### config.mk
export PLATFORM = sky130hd
export DESIGN_NAME = debounce_sync
export DESIGN_NICKNAME = d
export VERILOG_FILES = /design/src/rtl/debounce_pkg.sv /design/src/rtl/sync_ff.sv /design/src/rtl/debounce_sync.sv
export SDC_FILE = /design/constraint.sdc
export NUM_CORES = 1
export LEC_CHECK = 0
export CAP_MARGIN = 10
export CORE_MARGIN = 5
export CORE_UTILIZATION = 50
export DETAILED_ROUTE_END_ITERATION = 6
export PLACE_DENSITY_LB_ADDON = 0.25
export SLEW_MARGIN = 20
export SYNTH_ARGS = -nofsm -noshare
export SYNTH_HDL_FRONTEND = slang
export SYNTH_SLANG_ARGS = --single-unit
export TNS_END_PERCENT = 50
### constraint.sdc
create_clock -name i_clk -period 1.8 [get_ports i_clk]
set_input_delay 0.36 -clock i_clk [delete_from_list [all_inputs] [get_ports i_clk]]
set_output_delay 0.36 -clock i_clk [all_outputs]
set_load 0.05 [all_outputs]
### src/rtl/debounce_pkg.sv
// debounce_pkg
//   Shared definitions for the debounce_sync input-conditioning block.
//   Holds the FSM state encoding, the glitch-counter width and a small
//   saturating-increment helper used by the optional glitch counter.
//
//   Optional feature macro referenced by users of this package:
//     DEBOUNCE_GLITCH_CNT_EN - enables the rejected-glitch counter output
//                              on debounce_sync.

package debounce_pkg;

    // State encoding is fixed so that bit 1 always reflects the level
    // currently presented on dout, and bit 0 marks "checking a change".
    typedef enum logic [1:0] {
        IDLE_LOW  = 2'b00,
        CHK_HIGH  = 2'b01,
        IDLE_HIGH = 2'b10,
        CHK_LOW   = 2'b11
    } state_t;

    localparam int GLITCH_CNT_W = 8;

    // Increment that sticks at all-ones instead of wrapping back to zero.
    function automatic logic [GLITCH_CNT_W-1:0] satInc(
        input logic [GLITCH_CNT_W-1:0] value
    );
        logic [GLITCH_CNT_W-1:0] result;
        if (value == {GLITCH_CNT_W{1'b1}}) begin
            result = value;
        end else begin
            result = value + {{(GLITCH_CNT_W-1){1'b0}}, 1'b1};
        end
        return result;
    endfunction

endpackage

### src/rtl/sync_ff.sv
// sync_ff
//   Parameterised N-stage flip-flop synchroniser for a single asynchronous
//   bit. The flops form a plain shift chain with no logic between stages so
//   that each stage has a full clock period to resolve metastability.
//
//   Parameters:
//     N       - number of synchroniser stages (2..4 intended)
//
//   Ports:
//     i_clk   - sampling clock, rising edge
//     i_rst_n - synchronous active-low reset, clears every stage to 0
//     i_d     - asynchronous input bit
//     o_q     - synchronised output (last stage)

module sync_ff #(
    parameter int N = 2
) (
    input  logic i_clk,
    input  logic i_rst_n,
    input  logic i_d,
    output logic o_q
);

    logic [N-1:0] r_stages;

    // Shift chain: the raw input enters bit 0 and walks towards bit N-1.
    // Reset is sampled on the clock edge only; there is no async path.
    always_ff @(posedge i_clk) begin
        if (!i_rst_n) begin
            r_stages <= '0;
        end else begin
            r_stages <= {r_stages[N-2:0], i_d};
        end
    end

    assign o_q = r_stages[N-1];

endmodule

### src/rtl/debounce_sync.sv
// debounce_sync
//   Synchronises a bouncy asynchronous 1-bit input into the clk domain,
//   filters out short glitches and presents a clean registered level plus
//   single-cycle rise/fall strobes. Feeds the d input of the downstream
//   storage flop.
//
//   A new level is only accepted after DEBOUNCE_CYCLES consecutive
//   synchronised samples at that level; any sample back at the old level
//   aborts the check and the count starts again from scratch.
//
//   Parameters:
//     SYNC_STAGES     - synchroniser depth (2..4)
//     DEBOUNCE_CYCLES - consecutive samples needed to accept a change (>= 2)
//
//   Ports:
//     i_clk          - system clock, rising edge
//     i_rst_n        - synchronous active-low reset
//     i_din          - raw asynchronous input
//     o_dout         - debounced level (registered)
//     o_rise_pulse   - one-cycle strobe on dout 0->1 (registered)
//     o_fall_pulse   - one-cycle strobe on dout 1->0 (registered)
//     o_glitch_cnt   - saturating count of rejected glitches; present only
//                      when DEBOUNCE_GLITCH_CNT_EN is defined
//
//   Optional feature macro: DEBOUNCE_GLITCH_CNT_EN

module debounce_sync
    import debounce_pkg::*;
#(
    parameter int SYNC_STAGES     = 2,
    parameter int DEBOUNCE_CYCLES = 1000
) (
    input  logic                    i_clk,
    input  logic                    i_rst_n,
    input  logic                    i_din,
    output logic                    o_dout,
    output logic                    o_rise_pulse,
`ifdef DEBOUNCE_GLITCH_CNT_EN
    output logic                    o_fall_pulse,
    output logic [GLITCH_CNT_W-1:0] o_glitch_cnt
`else
    output logic                    o_fall_pulse
`endif
);

    localparam int CNT_W = $clog2(DEBOUNCE_CYCLES);

    localparam logic [CNT_W-1:0] CNT_MAX = CNT_W'(DEBOUNCE_CYCLES - 1);
    localparam logic [CNT_W-1:0] CNT_ONE = CNT_W'(1);

    logic             w_dinS;

    state_t           r_state;
    logic [CNT_W-1:0] r_cnt;
    logic             r_dout;
    logic             r_rise;
    logic             r_fall;

    state_t           w_stateNext;
    logic [CNT_W-1:0] w_cntNext;
    logic             w_doutNext;
    logic             w_riseNext;
    logic             w_fallNext;

    // Bring the raw input into the clk domain before anything looks at it.
    sync_ff #(
        .N (SYNC_STAGES)
    ) u_sync (
        .i_clk   (i_clk),
        .i_rst_n (i_rst_n),
        .i_d     (i_din),
        .o_q     (w_dinS)
    );

    // State, counter, level and strobe registers. Reset puts everything
    // back to the quiet low state, which also aborts any check in flight.
    always_ff @(posedge i_clk) begin
        if (!i_rst_n) begin
            r_state <= IDLE_LOW;
            r_cnt   <= '0;
            r_dout  <= 1'b0;
            r_rise  <= 1'b0;
            r_fall  <= 1'b0;
        end else begin
            r_state <= w_stateNext;
            r_cnt   <= w_cntNext;
            r_dout  <= w_doutNext;
            r_rise  <= w_riseNext;
            r_fall  <= w_fallNext;
        end
    end

    // Next-state logic. Entering a CHK state counts the first new-value
    // sample as 1, so reaching CNT_MAX while still seeing the new value
    // means DEBOUNCE_CYCLES consecutive samples have been observed. The
    // counter is cleared on every exit from CHK so it never exceeds
    // CNT_MAX and never carries a partial count across a bounce.
    always_comb begin
        w_stateNext = r_state;
        w_cntNext   = r_cnt;
        w_doutNext  = r_dout;
        w_riseNext  = 1'b0;
        w_fallNext  = 1'b0;

        case (r_state)
            IDLE_LOW: begin
                if (w_dinS) begin
                    w_stateNext = CHK_HIGH;
                    w_cntNext   = CNT_ONE;
                end
            end

            CHK_HIGH: begin
                if (!w_dinS) begin
                    w_stateNext = IDLE_LOW;
                    w_cntNext   = '0;
                end else if (r_cnt == CNT_MAX) begin
                    w_stateNext = IDLE_HIGH;
                    w_cntNext   = '0;
                    w_doutNext  = 1'b1;
                    w_riseNext  = 1'b1;
                end else begin
                    w_cntNext   = r_cnt + CNT_ONE;
                end
            end

            IDLE_HIGH: begin
                if (!w_dinS) begin
                    w_stateNext = CHK_LOW;
                    w_cntNext   = CNT_ONE;
                end
            end

            CHK_LOW: begin
                if (w_dinS) begin
                    w_stateNext = IDLE_HIGH;
                    w_cntNext   = '0;
                end else if (r_cnt == CNT_MAX) begin
                    w_stateNext = IDLE_LOW;
                    w_cntNext   = '0;
                    w_doutNext  = 1'b0;
                    w_fallNext  = 1'b1;
                end else begin
                    w_cntNext   = r_cnt + CNT_ONE;
                end
            end

            default: begin
                w_stateNext = IDLE_LOW;
                w_cntNext   = '0;
                w_doutNext  = 1'b0;
            end
        endcase
    end

`ifdef DEBOUNCE_GLITCH_CNT_EN
    logic [GLITCH_CNT_W-1:0] r_glitchCnt;
    logic                    w_abort;

    // A glitch is a CHK state seeing the old level again before the count
    // completed. A reset that interrupts a check is not counted.
    assign w_abort = ((r_state == CHK_HIGH) && !w_dinS) ||
                     ((r_state == CHK_LOW)  &&  w_dinS);

    // Saturating rejected-glitch counter so a noisy input cannot wrap it.
    always_ff @(posedge i_clk) begin
        if (!i_rst_n) begin
            r_glitchCnt <= '0;
        end else if (w_abort) begin
            r_glitchCnt <= satInc(r_glitchCnt);
        end
    end

    assign o_glitch_cnt = r_glitchCnt;
`endif

    assign o_dout       = r_dout;
    assign o_rise_pulse = r_rise;
    assign o_fall_pulse = r_fall;

endmodule

==> impl_metrics.yaml <==
layout:
  diodes: 0
  fin_nets: 114
  fill_cells: 150
  areaGrowthSynthToFinish_pct: 12.4
  drive_above_1_share_pct: 18.3
  layout.cells.non_filler: 126
synth:
  synth.avg_cell_area_um2: 8.67
  netlist_area_um2: 858
  yosysMostFrequentCell: "dfxtp_1"
  synth-xor-area-share_pct: 2.92
  synth.largest_area_cell: "dfxtp_1"
  synth_fa_ha_area_share_pct: 1.46
  synth_seq_cells: 17
  synth_top_area_share_pct: 39.7
  synth_top_family_by_area: "simple AND/OR/NAND/NOR gates"
  ys_seq_area_share_pct: 39.7
  synth.area.mux_share_pct: 0
  ys_types: 38
  yosys_most_used_dff: "dfxtp_1"
  yosys.area_share.simple_pct: 34.0
  ys_async_sr_fraction_pct: 0
  synthTopCellsByCount: "dfxtp_1 (17), a31oi_1 (8), and3_1 (8), nand2_1 (8), nand3_1 (6)"
  synth_enable_flop_cells: 0
  synthCells: 99
  ys_warn_count: 0
  synthesis.nets: 103
  synth_compound_area_share_pct: 16.5
  synthTopCellsByArea: "dfxtp_1 (40%), a31oi_1 (5.8%), and3_1 (5.8%)"
worst_setup_path:
  crit_arrival_ns: 1.86
  crit_type: "reg -> reg"
  cp_max_fo: 8
  startpoint_type: "register"
  end_kind: "register"
  worst_ep_required_time_ns: 2.00
clock_network:
  cts_hold_buf: 0
  cts_resized: 0
  cts.clk_slew.worst_paths_ns: 0.10
  clk_path_buf_depth: 2
  post_cts_buffers: 0
  cts_htree_levels: 1
  cts_buffers: 3
  clock-root-buffer: "clkbuf_4"
  worstSkewPairLatency_ns: 0.29
  clkSinkCount: 17
  cts_tree: "built"
routing:
  postRouteAntennaNets: 0
  drc: 0
  routed_wirelength_um: 1830
  drt_first_pass_iters: 6
  viasPerCell: 6.15
  dr.first_iter.drc_count: 31
  wl_per_cell_um: 14.5
  vias: 775
sta:
  finalCriticalPeriod_ns: 1.66
  slew_viol_final: 0
  skew_ns: 0.00169
  setup_viol: 0
  min_period_over_period_pct: 92.2
  worstMarginPinSlew_ns: 0.425
  final.setup.tns_ns: 0
  final_hold_viol_count: 0
  relSlewSlack_pct: 71.6
  fmax_mhz: 603
  rsz0062_at_grt: "false"
pwr:
  pwr-share-clk_pct: 33.4
  vdd_drop_max_uv: 329
  p_leak_nw: 0.384
  intPower_w: 0.000479
  powerDensity_nw_per_um2: 645
  pwr-share-comb_pct: 4.9
  switching_share_pct: 22.9
  power_switching_w: 0.000143
  seqPwrFrac_pct: 61.7
floorplan:
  die_area_um2: 2650
  row_count: 15
  ios: 6
  core_region_area_um2: 1670
  die_x_um: 51.4
  initial_core_util_pct: 51.4
  die_y_um: 51.4
placed_design:
  dp_cells: 122
  place_hpwl_um: 1390
  routabilityCongestion: 0.917
  port_buffers: 5
run:
  cap_violations: 0
grt:
  grt_pass1_vias: 619
  overflow: 0
  antenna_found_initial: 0
  grt_pass1_wl_um: 2950
  grt_max_degree: 11
  grt_util_all_layers_pct: 15.4
min_path:
  hold_class: "reg -> reg"
outcome:
  run_status: "completed"
-- logic make-up after synthesis --
logic type,count (synthesis)
AO/OA/AOI/OAI,20
XOR/XNOR,2
adder cells (fa/ha/maj),1
buffers and inverters,9
flip-flops,17
AND/OR/NAND/NOR,50
-- power groups by stage --
stage / Combinational (W) / Clock [W] / Sequential [W]
final: 0.0000302 / 0.000208 / 0.000384
after global routing: 0.0000332 / 0.000232 / 0.000385
after CTS: 0.0000302 / 0.000218 / 0.000384
after detailed placement: 0.0000301 / 0 / 0.000393
after global placement: 0.0000295 / 0 / 0.000392
after floorplan: 0.0000186 / 0 / 0.000391
-- worst max-delay path, stage by stage, from the launching register on --
cell and delay (ns):
dfxtp_1 0.37, ha_1 0.17, nand4_1 0.12, or4_4 0.50, a32o_1 0.24, a21o_1 0.16
-- final timing paths --
path,start,endpoint,slack [ns],cells past startpoint
worst min register to register,u_sync.r_stages[0],u_sync.r_stages[1],0.47,1
worst max register to register,r_cnt[0],r_cnt[7],0.14,5
worst max-delay path,r_cnt[0],r_cnt[7],0.14,5
worst min-delay path,u_sync.r_stages[0],u_sync.r_stages[1],0.47,1
-- registers in the layout (all words and copies together), names as in the netlist, named ones only --
name / cells
r_cnt: 10
u_sync.r_stages: 2
o_dout: 1
o_fall_pulse: 1
o_rise_pulse: 1
r_state: 1
-- placed cells by master (no fill, tap or decap), types with 3 or more instances in the layout --
| master | instances |
|---|---|
| dfxtp_1 | 17 |
| buf_4 | 10 |
| and3_1 | 8 |
| nand2_1 | 8 |
| a31oi_1 | 8 |
| nand3_1 | 6 |
| nor2_1 | 5 |
| nand4_1 | 4 |
| inv_1 | 3 |
| and2_1 | 3 |
| clkbuf_4 | 3 |
-- stage by stage --
| stage | worst slack [ns] | utilization (%) | total power, W | hold WS [ns] | cell area [µm²] |
|---|---|---|---|---|---|
| floorplan | 0.124 | - | 0.000409 | 0.412 | 858 |
| global placement | 0.112 | 56.2 | 0.000422 | 0.450 | 938 |
| detailed placement | 0.0883 | 56.2 | 0.000423 | 0.452 | 938 |
| CTS | 0.0807 | 57.8 | 0.000632 | 0.477 | 965 |
| global route | 0.0574 | 57.8 | 0.000650 | 0.490 | 965 |
| finish | 0.141 | 57.8 | 0.000622 | 0.473 | 965 |
-- metal layers --
metal	global-route usage, %	vias to the layer above	wire length [µm]
li1	-	393	-
met1	20.8	350	835
met2	22.7	29	837
met3	2.62	3	121
met4	9.17	0	38
met5	0	-	0
-- layout make-up --
type	instances	area (µm²)	area share, %
Clock buffer	4	26.3	2.72
Tap cell	17	21.3	2.20
Timing Repair Buffer	12	95.1	9.86
Inverter	3	11.3	1.17
Multi-Input combinational cell	73	470	48.8
Sequential cell	17	340	35.3
Note: power is estimated with default switching activity, not from simulation.
